### config.mk
export PLATFORM = sky130hd
export DESIGN_NAME = ft245_reg_bridge
export DESIGN_NICKNAME = d
export VERILOG_FILES = /design/src/rtl/ft245_reg_bridge.sv
export SDC_FILE = /design/constraint.sdc
export NUM_CORES = 1
export LEC_CHECK = 0
export BUFFER_PORTS_ARGS = -buffer_cell sky130_fd_sc_hd__buf_4
export CORE_MARGIN = 5
export CORE_UTILIZATION = 54
export DETAILED_ROUTE_END_ITERATION = 6
export PLACE_DENSITY = 0.79
export SLEW_MARGIN = 15
export SYNTH_ARGS = -nofsm -noshare
export SYNTH_HDL_FRONTEND = slang
export SYNTH_SLANG_ARGS = --single-unit
### constraint.sdc
create_clock -name sys_clk -period 1.9 [get_ports sys_clk]
set_input_delay 0.285 -clock sys_clk [delete_from_list [all_inputs] [get_ports sys_clk]]
set_output_delay 0.285 -clock sys_clk [all_outputs]
set_load 0.01 [all_outputs]
### src/rtl/ft245_reg_bridge.sv
// Parses host packets from the FT245 RX FIFO into register-bus writes and reads, and returns read responses through the TX FIFO.
// Optional packet checksums are enabled by defining FT245_CSUM_EN.
module ft245_reg_bridge #(
  parameter logic [7:0] SYNC_BYTE = 8'h55,
  parameter logic [7:0] RESP_BYTE = 8'hAA,
  parameter int         ERR_W     = 8,
  parameter int         TIMEOUT   = 50000
) (
  input  logic             sys_clk,
  input  logic             rst_n,
  input  logic [7:0]       rx_rdata,
  input  logic             rx_rempty,
  output logic             rx_rinc,
  output logic [7:0]       tx_wdata,
  input  logic             tx_wfull,
  output logic             tx_winc,
  output logic [7:0]       reg_addr,
  output logic [7:0]       reg_wdata,
  output logic             reg_we,
  output logic             reg_re,
  input  logic [7:0]       reg_rdata,
  output logic [ERR_W-1:0] err_cnt,
  output logic             busy
);

  localparam int TMO_W = $clog2(TIMEOUT + 1);
  localparam logic [TMO_W-1:0] TMO_LAST = TMO_W'(TIMEOUT - 1);

  typedef enum logic [3:0] {
    HUNT, CMD, ADDR, DATA, EXEC, RDWAIT, RESP_HDR, RESP_ADDR, RESP_DATA
`ifdef FT245_CSUM_EN
    , CSUM, RESP_CSUM
`endif
  } state_t;

`ifdef FT245_CSUM_EN
  localparam state_t RX_DONE = CSUM;
  localparam state_t TX_DONE = RESP_CSUM;
`else
  localparam state_t RX_DONE = EXEC;
  localparam state_t TX_DONE = HUNT;
`endif

  state_t           state_q, state_d;
  logic [7:0]       addr_q, addr_d;
  logic [7:0]       wdata_q, wdata_d;
  logic [7:0]       rdata_q, rdata_d;
  logic             rd_q, rd_d;
  logic [TMO_W-1:0] tmo_q, tmo_d;
  logic [ERR_W-1:0] err_q, err_d;
  logic             err_evt;
  logic             parse;
`ifdef FT245_CSUM_EN
  logic [7:0]       sum_q, sum_d;
`endif

  always_comb begin
    state_d  = state_q;
    addr_d   = addr_q;
    wdata_d  = wdata_q;
    rdata_d  = rdata_q;
    rd_d     = rd_q;
    tmo_d    = '0;
    err_evt  = 1'b0;
    parse    = 1'b0;
    rx_rinc  = 1'b0;
    tx_winc  = 1'b0;
    tx_wdata = '0;
    reg_we   = 1'b0;
    reg_re   = 1'b0;
`ifdef FT245_CSUM_EN
    sum_d    = sum_q;
`endif
    case (state_q)
      HUNT: begin
        rx_rinc = !rx_rempty;
        if (rx_rinc && rx_rdata == SYNC_BYTE) state_d = CMD;
      end
      CMD: begin
        parse = 1'b1;
        if (!rx_rempty) begin
          rx_rinc = 1'b1;
`ifdef FT245_CSUM_EN
          sum_d = rx_rdata;
`endif
          if (rx_rdata == 8'h01 || rx_rdata == 8'h02) begin
            rd_d    = (rx_rdata == 8'h02);
            state_d = ADDR;
          end else begin
            err_evt = 1'b1;
            state_d = HUNT;
          end
        end
      end
      ADDR: begin
        parse = 1'b1;
        if (!rx_rempty) begin
          rx_rinc = 1'b1;
          addr_d  = rx_rdata;
`ifdef FT245_CSUM_EN
          sum_d = sum_q + rx_rdata;
`endif
          state_d = rd_q ? RX_DONE : DATA;
        end
      end
      DATA: begin
        parse = 1'b1;
        if (!rx_rempty) begin
          rx_rinc = 1'b1;
          wdata_d = rx_rdata;
`ifdef FT245_CSUM_EN
          sum_d = sum_q + rx_rdata;
`endif
          state_d = RX_DONE;
        end
      end
`ifdef FT245_CSUM_EN
      CSUM: begin
        parse = 1'b1;
        if (!rx_rempty) begin
          rx_rinc = 1'b1;
          if (rx_rdata == sum_q) begin
            state_d = EXEC;
          end else begin
            err_evt = 1'b1;
            state_d = HUNT;
          end
        end
      end
`endif
      EXEC: begin
        reg_we  = !rd_q;
        reg_re  = rd_q;
        state_d = rd_q ? RDWAIT : HUNT;
      end
      // Register bus returns read data exactly one cycle after the strobe.
      RDWAIT: begin
        rdata_d = reg_rdata;
        state_d = RESP_HDR;
      end
      RESP_HDR: begin
        tx_wdata = RESP_BYTE;
        tx_winc  = !tx_wfull;
        if (tx_winc) state_d = RESP_ADDR;
      end
      RESP_ADDR: begin
        tx_wdata = addr_q;
        tx_winc  = !tx_wfull;
        if (tx_winc) state_d = RESP_DATA;
      end
      RESP_DATA: begin
        tx_wdata = rdata_q;
        tx_winc  = !tx_wfull;
        if (tx_winc) state_d = TX_DONE;
      end
`ifdef FT245_CSUM_EN
      RESP_CSUM: begin
        tx_wdata = addr_q + rdata_q;
        tx_winc  = !tx_wfull;
        if (tx_winc) state_d = HUNT;
      end
`endif
      default: state_d = HUNT;
    endcase

    // Inter-byte timeout: a popped byte leaves tmo_d at its cleared default.
    if (parse && !rx_rinc) begin
      if (tmo_q == TMO_LAST) begin
        err_evt = 1'b1;
        state_d = HUNT;
      end else begin
        tmo_d = tmo_q + 1'b1;
      end
    end

    err_d = (err_evt && err_q != '1) ? err_q + 1'b1 : err_q;
  end

  always_ff @(posedge sys_clk or negedge rst_n) begin
    if (!rst_n) begin
      state_q <= HUNT;
      addr_q  <= '0;
      wdata_q <= '0;
      rdata_q <= '0;
      rd_q    <= 1'b0;
      tmo_q   <= '0;
      err_q   <= '0;
`ifdef FT245_CSUM_EN
      sum_q   <= '0;
`endif
    end else begin
      state_q <= state_d;
      addr_q  <= addr_d;
      wdata_q <= wdata_d;
      rdata_q <= rdata_d;
      rd_q    <= rd_d;
      tmo_q   <= tmo_d;
      err_q   <= err_d;
`ifdef FT245_CSUM_EN
      sum_q   <= sum_d;
`endif
    end
  end

  assign reg_addr  = addr_q;
  assign reg_wdata = wdata_q;
  assign err_cnt   = err_q;
  assign busy      = (state_q != HUNT);

endmodule
==> impl_metrics.toml, run 1 <==
[outcome]
status = "finished, violations left"
violations = "negative hold slack"

[floorplanning]
die_y_um = 79.9
dieArea_mm2 = 0.00639
start_util = 0.559
core-area_mm2 = 0.00472
num_io_pins = 57
dieWidth_um = 79.9
row_count = 25

[sta]
min_period_over_period = 0.977
worst_pin_slew_ps = 635
hold-worst-slack_ps = -4.10
drv_slew = 0
layout_min_cycle_time_ps = 1860
worst_slack_ps = 44.1
skew_ps = 5.49
relSlewSlack = 0.577
fin_tns_setup_ps = 0
max_freq_mhz = 539
setup_violations = 0
rsz0062_at_grt = "yes"
finalHoldViolCount = 18

[logic_synthesis]
yosysUniqueCellTypes = 47
synth_area_leaders = "dfrtp_1, mux2_2, nor2_1"
syn_nets = 270
synthCells = 248
yosysWarnings = 0
ys_seq_elements = 53
ys_seq_area_frac = 0.502
yosysTopAreaCell = "dfrtp_1"
yosys.area.top_type_share = 0.502
synth_area_mm2 = 0.00264
synth_top_flop_cell = "dfrtp_1"
synth_edf_count = 0
syn_area_per_cell_um2 = 10.6
async_reset_ff_frac = 1.00

[power]
power_leakage_nw = 1.53
p_comb_frac = 0.410
switching_power_w = 0.00145
power.share.clock = 0.163
seqPwrFrac = 0.427
internal_power_w = 0.00265
peakVddDrop_mv = 0.805
power.density_mw_per_mm2 = 1210
swShare = 0.354

[route]
drtAntennaViolNets = 0
first_pass_iters = 4
wl_met3_um = 387
met1_length_um = 2540
drc = 0
wl_met2_um = 2900
postRouteWirelength_um = 5920
vias = 2139
vias_per_cell = 5.50
drt_iter0_drc = 113
dr.max_layer_used = "met4"
drt-wirelength-per-cell_um = 15.2

[cells_and_area]
diodes = 0
fill_cells = 354
drive_gt1_frac = 0.401
syn_to_final_growth_pct = 28.3
nets = 343

[clock_network]
root_buffer = "clkbuf_8"
path_clk_slew_ps = 100
h-tree-depth = 2
cts_hold_buffers = 0
clkLatencyLatePin_ps = 310
cts.path.max_buffers = 2
clkSinkCount = 53
cts_tree = "built"
cts_made_buffers = 5

[setup_path]
worst-path-max-fanout = 6
timing.rr.start = "tmo_q[0]"
startpoint = "tmo_q[0]"
worst-setup-path-type = "register to register"
start_kind = "register"
crit_arrival_ps = 2050
cp-end-kind = "register"
worst-endpoint-required_ps = 2100

[global_route]
grtUsageTotal = 0.205
antenna_found_initial = 0
grt_pass1_wl_um = 10300
grt-ovfl-total = 0
grt_max_degree = 54
first_global_vias = 2273

[placement]
numPortBuffers = 56
dp_hpwl_um = 4270
place_ws_ps = 31.7
place.gp.congestion = 0.880

[min_path]
hold_path_class = "input pin to asynchronous set/reset pin"

[job]
drv_cap = 0
## routing by layer
layer / global-route usage / vias up
met5: 0 / -
met4: 0.0726 / 0
met3: 0.0666 / 9
met2: 0.339 / 55
met1: 0.249 / 1051
li1: - / 1024
## stage by stage
stage | power (W) | instance area, um2 | util | hold slack [ps] | cells
after global routing | 0.00439 | 3390 | 0.717 | 52.6 | 389
after CTS | 0.00406 | 3290 | 0.697 | 18.3 | 382
after floorplan | 0.00262 | 2640 | - | -10.6 | 248
after global placement | 0.00330 | 3180 | 0.673 | 358 | 374
after detailed placement | 0.00337 | 3180 | 0.673 | 358 | 374
final | 0.00410 | 3390 | 0.717 | -4.10 | 389
## power groups by stage
stage               sequential, W  clock (W)  combinational, W
finish                    0.00175   0.000670           0.00168
CTS                       0.00174   0.000680           0.00164
global placement          0.00174          0           0.00157
floorplan                 0.00180          0          0.000824
global route              0.00181   0.000733           0.00185
detailed placement        0.00175          0           0.00161
## final cells by class
cell class                      instances  area [um2]  share of cell area
Timing Repair Buffer                   73         548               0.162
Inverter                                6        22.5             0.00665
Sequential cell                        53        1330               0.392
Clock inverter                          2        13.8             0.00406
Clock buffer                            6        82.6              0.0244
Tap cell                               67        83.8              0.0248
Multi-Input combinational cell        182        1310               0.386
## sequential cells by signal, summed over array words and instances (netlist names)
register	count
rd_q	1
reg_wdata	8
reg_addr	8
rdata_q	8
state_q	4
tmo_q	16
err_cnt	8
## cell usage in the layout, fill, tap and decap left out, types with 2 or more instances in the layout
cell type  instances
a21oi_1            7
a22o_1             4
and3_1             7
and3_4             2
buf_4             73
clkbuf_8           6
dfrtp_1           51
dfrtp_2            2
inv_1              5
mux2_2            23
nand2_1           19
nand2_2            2
nand3_1            7
nand4_1            5
nor2_1            25
nor2_2             3
nor2_4             4
nor2b_1            5
nor3_1             8
o2111ai_1          2
o21ai_0            7
o21ai_1            4
xnor2_1           12
xor2_1             8
## critical path, stage by stage, from the launching register on
cell	delay, ps
dfrtp_1	380
ha_2	190
and3_4	200
nand4_1	180
nor3b_4	400
nor2_4	70
mux2_4	310
## what timing repair did
action / CTS / global route
setup buffers: 0 / 6
endpoints found under the hold margin: 0 / 0
pin swaps: 0 / 6
cloned: 0 / 1
endpoints found under the setup margin: 9 / 17
gates resized for setup: 5 / 18
## cell usage after synthesis (2+ instances only)
cell type	count
clkbuf_1	4
nand3_1	7
nor2_1	28
and3_1	9
xor2_1	8
o2111ai_1	2
nor2b_1	5
dfrtp_1	53
nor3_1	8
xnor2_1	12
nand2_1	21
nor2_2	2
nand4_1	5
nand2b_1	2
ha_1	2
nor2_4	2
a21oi_1	7
a22o_1	4
mux2_2	23
buf_6	2
o21ai_0	11
inv_1	6
## kinds of logic after synthesis
kind of cell	synth area share
simple gates	0.203
flops	0.502
compound gates	0.0853
mux	0.108
xor+xnor	0.0664
buf+inv	0.0261
fa+ha+maj	0.00948
## worst paths after layout
path	endpoint	slack (ps)	cells after the start
worst max-delay path	err_cnt[1]	40	6
worst min-delay path	err_cnt[6]	-4	1
worst max register to register	err_cnt[1]	40	6
worst min register to register	err_cnt[6]	510	1
max in group asynchronous	state_q[1]	1460	1
min in group sys_clk	state_q[3]	200	2
Note: power is estimated with default switching activity, not from simulation.
==> run 2, diff against run 1 <==
Settings changed: CORE_ASPECT_RATIO from default to 2, CORE_UTILIZATION 54 to 37, PLACE_DENSITY 0.79 to default.
==> run 2 against run 1 <==
  * The flow now finishes without violations
  * Global-route usage decreased by 5.8 points
  * Die area increased by 41%
  * Fmax increased by 0.46%
  * Worst setup slack improved by 8.5 ps
  * Cell count increased by 7.2%
  * Largest power group unchanged
==> impl_metrics.toml, run 2 (synthesis gave the netlist of run 1 again) <==
[placement]
place.gp.congestion = 0.858
dp_hpwl_um = 5040
place_area_mm2 = 0.00330
numPortBuffers = 56

[clock_network]
cts_tree = "built"
clkSinkCount = 53
path_clk_slew_ps = 60
cts.path.max_buffers = 2
h-tree-depth = 2
clkLatencyLatePin_ps = 280
cts_made_buffers = 5
cts_hold_buffers = 0
root_buffer = "clkbuf_16"

[cells_and_area]
stdcell_area_mm2 = 0.00351
syn_to_final_growth_pct = 33.1
layout_common_cells = "buf_4, dfrtp_1, nor2_1, mux2_2, nand2_1"
nets = 349
diodes = 0
drive_gt1_frac = 0.401
regMostFlops = "tmo_q"
final_common_cell = "buf_4"
largest_reg_flops = 16
fill_cells = 645

[setup_path]
worst-endpoint-required_ps = 2070
timing.rr.start = "tmo_q[12]"
startpoint = "tmo_q[12]"
crit_arrival_ps = 2020
start_kind = "register"
worst-path-max-fanout = 6
worst-setup-path-type = "register to register"
cp-end-kind = "register"

[floorplanning]
row_count = 43
dieWidth_um = 69.7
dieArea_mm2 = 0.00903
start_util = 0.380
die_y_um = 129
core-area_mm2 = 0.00694
num_io_pins = 57

[route]
drtAntennaViolNets = 0
first_pass_iters = 4
drt_iter0_drc = 84
drt-wirelength-per-cell_um = 15.8
postRouteWirelength_um = 6580
drc = 0
vias = 2116
vias_per_cell = 5.07

[sta]
layout_min_cycle_time_ps = 1850
hold-worst-slack_ps = 30.2
max_freq_mhz = 541
skew_ps = 3.39
worst_pin_slew_ps = 662
drv_slew = 0
finalHoldViolCount = 0
relSlewSlack = 0.559
setup_violations = 0
rsz0062_at_grt = "yes"
min_period_over_period = 0.972

[global_route]
antenna_found_initial = 0
grt-ovfl-total = 0
first_global_vias = 2209
grtUsageTotal = 0.147
grt_pass1_wl_um = 10500
grt_max_degree = 54

[power]
peakVddDrop_mv = 0.822
power_leakage_nw = 1.59
power.density_mw_per_mm2 = 1240

[min_path]
hold_path_class = "input pin to asynchronous set/reset pin"

[job]
drv_cap = 0

[outcome]
status = "complete, no violations"
==> run 2: metal layers <==
metal,share of wire,GRT usage,wire length [um]
met1,0.36,0.148,2360
met2,0.58,0.292,3840
met3,0.038,0.0295,247
met4,0.021,0.0530,140
met5,0,0,0
==> run 2: power breakdown <==
group | internal (W) | total (W) | switching, W
clock network | 0.000518 | 0.000892 | 0.000374
registers | 0.00147 | 0.00175 | 0.000274
logic | 0.000912 | 0.00172 | 0.000809
total | 0.00290 | 0.00436 | 0.00146
==> run 2: layout make-up <==
| cell class | instances | area (um2) | area share |
|---|---|---|---|
| multi-input combinational | 181 | 1290 | 0.368 |
| tap | 90 | 113 | 0.0320 |
| inverter | 6 | 22.5 | 0.00641 |
| timing repair buffer | 80 | 617 | 0.176 |
| sequential | 53 | 1330 | 0.378 |
| clock buffer | 7 | 143 | 0.0406 |
==> run 2: metrics by stage <==
step	instances	util	total power [W]	setup slack, ps	TNS [ps]
3_3_place_gp	407	0.475	0.00343	-12.0	-12.0
4_1_cts	415	0.498	0.00439	5.23	0
2_1_floorplan	248	-	0.00262	160	0
6_report	417	0.506	0.00436	52.6	0
3_5_place_dp	407	0.475	0.00346	-1.04	-1.04
5_1_grt	417	0.506	0.00464	-57.1	-99.0
==> run 2: path summary, 6_finish.rpt <==
check                              to  slack [ps]  depth (start not counted)
min reg2reg                  tmo_q[0]         460                          1
max                        err_cnt[1]          50                          7
min in group sys_clk       rdata_q[2]         230                          2
max in group asynchronous  state_q[0]        1400                          1
max reg2reg                err_cnt[1]          50                          7
min                         tmo_q[11]          30                          1
==> run 2: repair_timing <==
item / 4_1_cts / 5_1_grt
gates resized for setup: 5 / 14
setup buffers: 1 / 2
endpoints found under the setup margin: 10 / 17
pin swaps: 3 / 4
==> run 2: critical path, stage by stage, from the launching register on <==
cell      delay, ps
dfrtp_1         390
nor4bb_1        270
buf_4           150
nand4_1         190
nor3b_4         230
buf_6           160
nor2_4           40
mux2_4          300
